`config.mk`:
```
export PLATFORM = sky130hd
export DESIGN_NAME = ir_queue
export DESIGN_NICKNAME = d
export VERILOG_FILES = /design/src/rtl/ir_queue.sv
export SDC_FILE = /design/constraint.sdc
export NUM_CORES = 1
export LEC_CHECK = 0
export CORE_MARGIN = 1.5
export CORE_UTILIZATION = 45
export DETAILED_ROUTE_END_ITERATION = 7
export PLACE_DENSITY = 0.8
export SYNTH_ARGS = -nofsm -noshare
export SYNTH_HDL_FRONTEND = slang
export SYNTH_SLANG_ARGS = --single-unit
```
`constraint.sdc`:
```
create_clock -name clk -period 5.7 [get_ports clk]
set_input_delay 0.855 -clock clk [delete_from_list [all_inputs] [get_ports clk]]
set_output_delay 0.855 -clock clk [all_outputs]
set_load 0.005 [all_outputs]
```
`src/rtl/ir_queue.sv`:
```
// ir_queue: instruction register/queue between fetch and decode (LC-3b).
// Holds up to DEPTH fetched words, each tagged with its PC, and presents the
// head entry plus its decoded instruction fields to control/datapath.
//
// Ports:
//   clk, rst_n                 clock, async active-low reset
//   flush                      drop every entry (taken branch / JMP / TRAP)
//   enq_valid/enq_ready        fetch-side handshake, enq_instr + enq_pc payload
//   deq_valid/deq_ready        decode-side handshake for the head entry
//   instr, pc                  head word and its PC tag (0 when empty)
//   opcode..instruction11      raw field slices of the head word (0 when empty)
//   count                      occupancy 0..DEPTH
module ir_queue #(
  parameter int WIDTH = 16,
  parameter int PC_W  = 16,
  parameter int DEPTH = 4,
  localparam int CNT_W = $clog2(DEPTH+1)
) (
  input  logic             clk,
  input  logic             rst_n,
  input  logic             flush,
  input  logic             enq_valid,
  input  logic [WIDTH-1:0] enq_instr,
  input  logic [PC_W-1:0]  enq_pc,
  output logic             enq_ready,
  output logic             deq_valid,
  input  logic             deq_ready,
  output logic [WIDTH-1:0] instr,
  output logic [PC_W-1:0]  pc,
  output logic [3:0]       opcode,
  output logic [2:0]       dest,
  output logic [2:0]       src1,
  output logic [2:0]       src2,
  output logic [10:0]      offset11,
  output logic [8:0]       offset9,
  output logic [7:0]       offset8,
  output logic [5:0]       offset6,
  output logic [4:0]       imm5,
  output logic [3:0]       imm4,
  output logic             instruction4,
  output logic             instruction5,
  output logic             instruction11,
  output logic [CNT_W-1:0] count
);
  localparam int PTR_W = $clog2(DEPTH);
  localparam logic [PTR_W-1:0] PTR_LAST = PTR_W'(DEPTH-1);
  localparam logic [CNT_W-1:0] CNT_FULL = CNT_W'(DEPTH);

  logic [PC_W+WIDTH-1:0] mem [DEPTH];
  logic [PTR_W-1:0]      wr_ptr, rd_ptr;
  logic                  enq_fire, deq_fire;

  // Handshake flags come only from the registered count, so a full queue
  // refuses a word even when decode drains one in the same cycle.
  assign enq_ready = (count != CNT_FULL);
  assign deq_valid = (count != '0);
  assign enq_fire  = enq_valid & enq_ready;
  assign deq_fire  = deq_valid & deq_ready;

  // Storage needs no reset; an empty queue masks its contents below.
  always_ff @(posedge clk)
    if (enq_fire && !flush) mem[wr_ptr] <= {enq_pc, enq_instr};

  always_ff @(posedge clk or negedge rst_n) begin
    if (!rst_n) begin
      wr_ptr <= '0;
      rd_ptr <= '0;
      count  <= '0;
    end else if (flush) begin
      wr_ptr <= '0;
      rd_ptr <= '0;
      count  <= '0;
    end else begin
      // Explicit wrap keeps non-power-of-two depths correct.
      if (enq_fire) wr_ptr <= (wr_ptr == PTR_LAST) ? '0 : wr_ptr + 1'b1;
      if (deq_fire) rd_ptr <= (rd_ptr == PTR_LAST) ? '0 : rd_ptr + 1'b1;
      unique case ({enq_fire, deq_fire})
        2'b10:   count <= count + 1'b1;
        2'b01:   count <= count - 1'b1;
        default: count <= count;
      endcase
    end
  end

  // Head is read straight out of storage; forced to zero when empty so
  // decode never sees stale words.
  assign {pc, instr} = deq_valid ? mem[rd_ptr] : '0;

  assign opcode        = instr[15:12];
  assign dest          = instr[11:9];
  assign src1          = instr[8:6];
  assign src2          = instr[2:0];
  assign offset11      = instr[10:0];
  assign offset9       = instr[8:0];
  assign offset8       = instr[7:0];
  assign offset6       = instr[5:0];
  assign imm5          = instr[4:0];
  assign imm4          = instr[3:0];
  assign instruction4  = instr[4];
  assign instruction5  = instr[5];
  assign instruction11 = instr[11];

  a_count_max: assert property (@(posedge clk) disable iff (!rst_n) count <= CNT_FULL);
endmodule

```
==> flow_summary_export.csv <==
group,metric,value,unit
drt,antenna_left,0,
die,die_area,13800,um^2
cts,cts_resized,0,
cts,cts_root_buffer,"clkbuf_16",
global_routing,globalRouteOverflowTotal,0,
die,rows,41,
drt,drtIter0Drc,238,
timing,setup_tns,0,ns
critical_path,crit_path_start_kind,"flip-flop",
critical_path,required,4.85,ns
yosys,synth_cell_type_count,34,
final_layout,final_common_cell,"clkdlybuf4s50_1",
cts,cts_max_path_buffers,2,
global_routing,grt_most_used_layer,"met2",
power,powerDensity,364,nW/um^2
global_routing,grt_use_met1,18.9,%
final_layout,layout-drive-gt1-share,15.8,%
cts,cts_made_buffers,17,
global_routing,grt_usage,15.7,%
die,die-height,118,um
timing,tightest_slew,1.12,ns
timing,setup_violations,0,
die,core,12700,um^2
yosys,ys_seq_area_share,68.1,%
place,dp_hpwl,6340,um
place,io_buffers,132,
die,ioPinCount,133,
yosys,synth_top_area_cell,"edfxtp_1",
yosys,synth_cells,330,
drt,via_per_inst,5.09,
cts,clk_latency,0.41,ns
critical_path,crit_fanout,35,
final_layout,final_nets,448,
global_routing,use_met2,26.4,%
critical_path,arrival,2.90,ns
timing,hold_slack,0.588,ns
job,cap_violations,0,
timing,grt_setup_unrepaired,"false",
power,peakVddDrop,0.228,mV
global_routing,grt_antenna_before_repair,0,
cts,post_cts_buffers,0,
timing,maxSlewHeadroom,25.5,%
drt,drt-wirelength-per-cell,17.7,um
min_path,hold_class,"flip-flop to flip-flop",
yosys,synth_seq_cells,135,
cts,htree_levels,4,
critical_path,critPathCaptureType,"output pin",
power,p_total,0.00270,W
place,gp_congestion,0.682,
die,die_w,118,um
yosys,post_synth.cell_area_avg,17.9,um^2
global_routing,grt_pass1_wl,16200,um
timing,min_period_over_period,65.9,%
final_layout,layout_common_cells,"132 x clkdlybuf4s50_1, 128 x edfxtp_1, 32 x and2_1",
global_routing,grt_max_degree,36,
yosys,yosys_warnings,0,
cts,clkSinkCount,135,
cts,cts_tree,"built",
timing,hold_violations,0,
drt,drt_pre_antenna_iters,5,
timing,worst_clock_skew,0.00844,ns
cts,cts_hold_buf,0,
yosys,synth_area_leaders,"edfxtp_1 65%, mux4_2 11%, buf_4 7.6%",
critical_path,critical_path_class,"flip-flop to output pin",
global_routing,use_met3,4.89,%
drt,drt_wl_total,10500,um
yosys,syn_nets,373,
timing,clock.fmax,266,MHz
final_layout,area_growth,25.9,%
timing,slew_violations,0,
power,leakagePower,2.45,nW
drt,vias,3004,
die,initial_core_util,46.4,%
final_layout,antenna_cells,0,
yosys,netlist_area,5900,um^2
drt,drc,0,
cts,clk_pin_slew,0.06,ns
global_routing,grt_pass1_vias,3045,
yosys,synth_top_cell_area_share,65.1,%
timing,min_period,3.76,ns
status,status,"completed",
==> logic make-up (layout without fill, tap and decap cells) <==
logic type	after synthesis	after routing	synth area share, %
AO/OA/AOI/OAI	13	13	1.38
XOR/XNOR	1	1	0.148
adder cells (fa/ha/maj)	6	6	1.40
buffers and inverters	78	166	10.1
flip-flops	135	135	68.1
multiplexers	33	33	12.6
AND/OR/NAND/NOR	64	64	6.19
==> power by group <==
| part | total [W] | internal, W | switching (W) |
|---|---|---|---|
| Combinational | 0.000486 | 0.000316 | 0.000169 |
| Sequential | 0.00116 | 0.00112 | 0.0000373 |
| Clock | 0.00106 | 0.000646 | 0.000412 |
| Total | 0.00270 | 0.00208 | 0.000619 |
==> area by class of cell <==
| type | count | area, um^2 |
|---|---|---|
| Clock buffer | 17 | 425 |
| Clock inverter | 15 | 151 |
| Fill cell | 999 | 5290 |
| Inverter | 2 | 7.51 |
| Multi-Input combinational cell | 117 | 1290 |
| Sequential cell | 135 | 4020 |
| Tap cell | 172 | 215 |
| Timing Repair Buffer | 132 | 1320 |
==> path summary, 6_finish.rpt <==
check	from	endpoint	slack [ns]	cells past startpoint
setup / recovery	rd_ptr[0]	offset11[1]	1.94	3
hold / removal	wr_ptr[0]	wr_ptr[0]	0.59	2
setup reg to reg	count[0]	count[1]	3.00	6
hold reg to reg	wr_ptr[0]	wr_ptr[0]	0.59	2
max in group asynchronous	rst_n	rd_ptr[0]	4.71	1
min in group asynchronous	rst_n	count[0]	0.71	1
==> metal layers <==
layer / part of all wire, % / up-vias
met3: 6.5 / 17
met4: 2.0 / 0
met1: 41 / 1510
met5: 0 / -
li1: - / 1352
met2: 51 / 125
==> stage by stage <==
step	instance area (um^2)	utilization, %	cells	setup slack (ns)
CTS	7430	58.4	590	1.80
finish	7430	58.4	590	1.94
detailed placement	6850	53.9	558	2.26
global placement	6850	53.9	558	2.31
floorplan	5900	-	330	3.23
global route	7430	58.4	590	1.69
==> flip-flops by register name, summed over array words and instances (netlist names) <==
name / count
count: 3
mem: 128
rd_ptr: 2
wr_ptr: 2
==> Yosys cell counts <==
cell and n:
edfxtp_1 128, buf_4 60, and2_1 36, mux4_2 28, buf_2 7, dfrtp_1 7, nor2_1 7, nand2_1 6
a21oi_1 5, ha_1 5, mux4_1 4, nand3_1 4, or3_1 4, buf_12 3, buf_6 3, clkbuf_1 3
inv_1 2, o21ai_0 2, a211oi_1 1, a21o_1 1, a31oi_1 1, and3_1 1, fa_1 1, mux2i_1 1
nand2_2 1, nand2b_1 1, nand3b_1 1, nor2b_1 1, nor3_1 1, o211ai_1 1, o21bai_1 1, o311a_1 1
or3b_1 1, xnor2_1 1
==> worst max-delay path: stages (launching register included) <==
cell	delay (ns)
dfrtp_2	1.10
mux4_1	0.66
and2_1	0.24
clkdlybuf4s50_1	0.48
(Power assumes the default switching activity.)
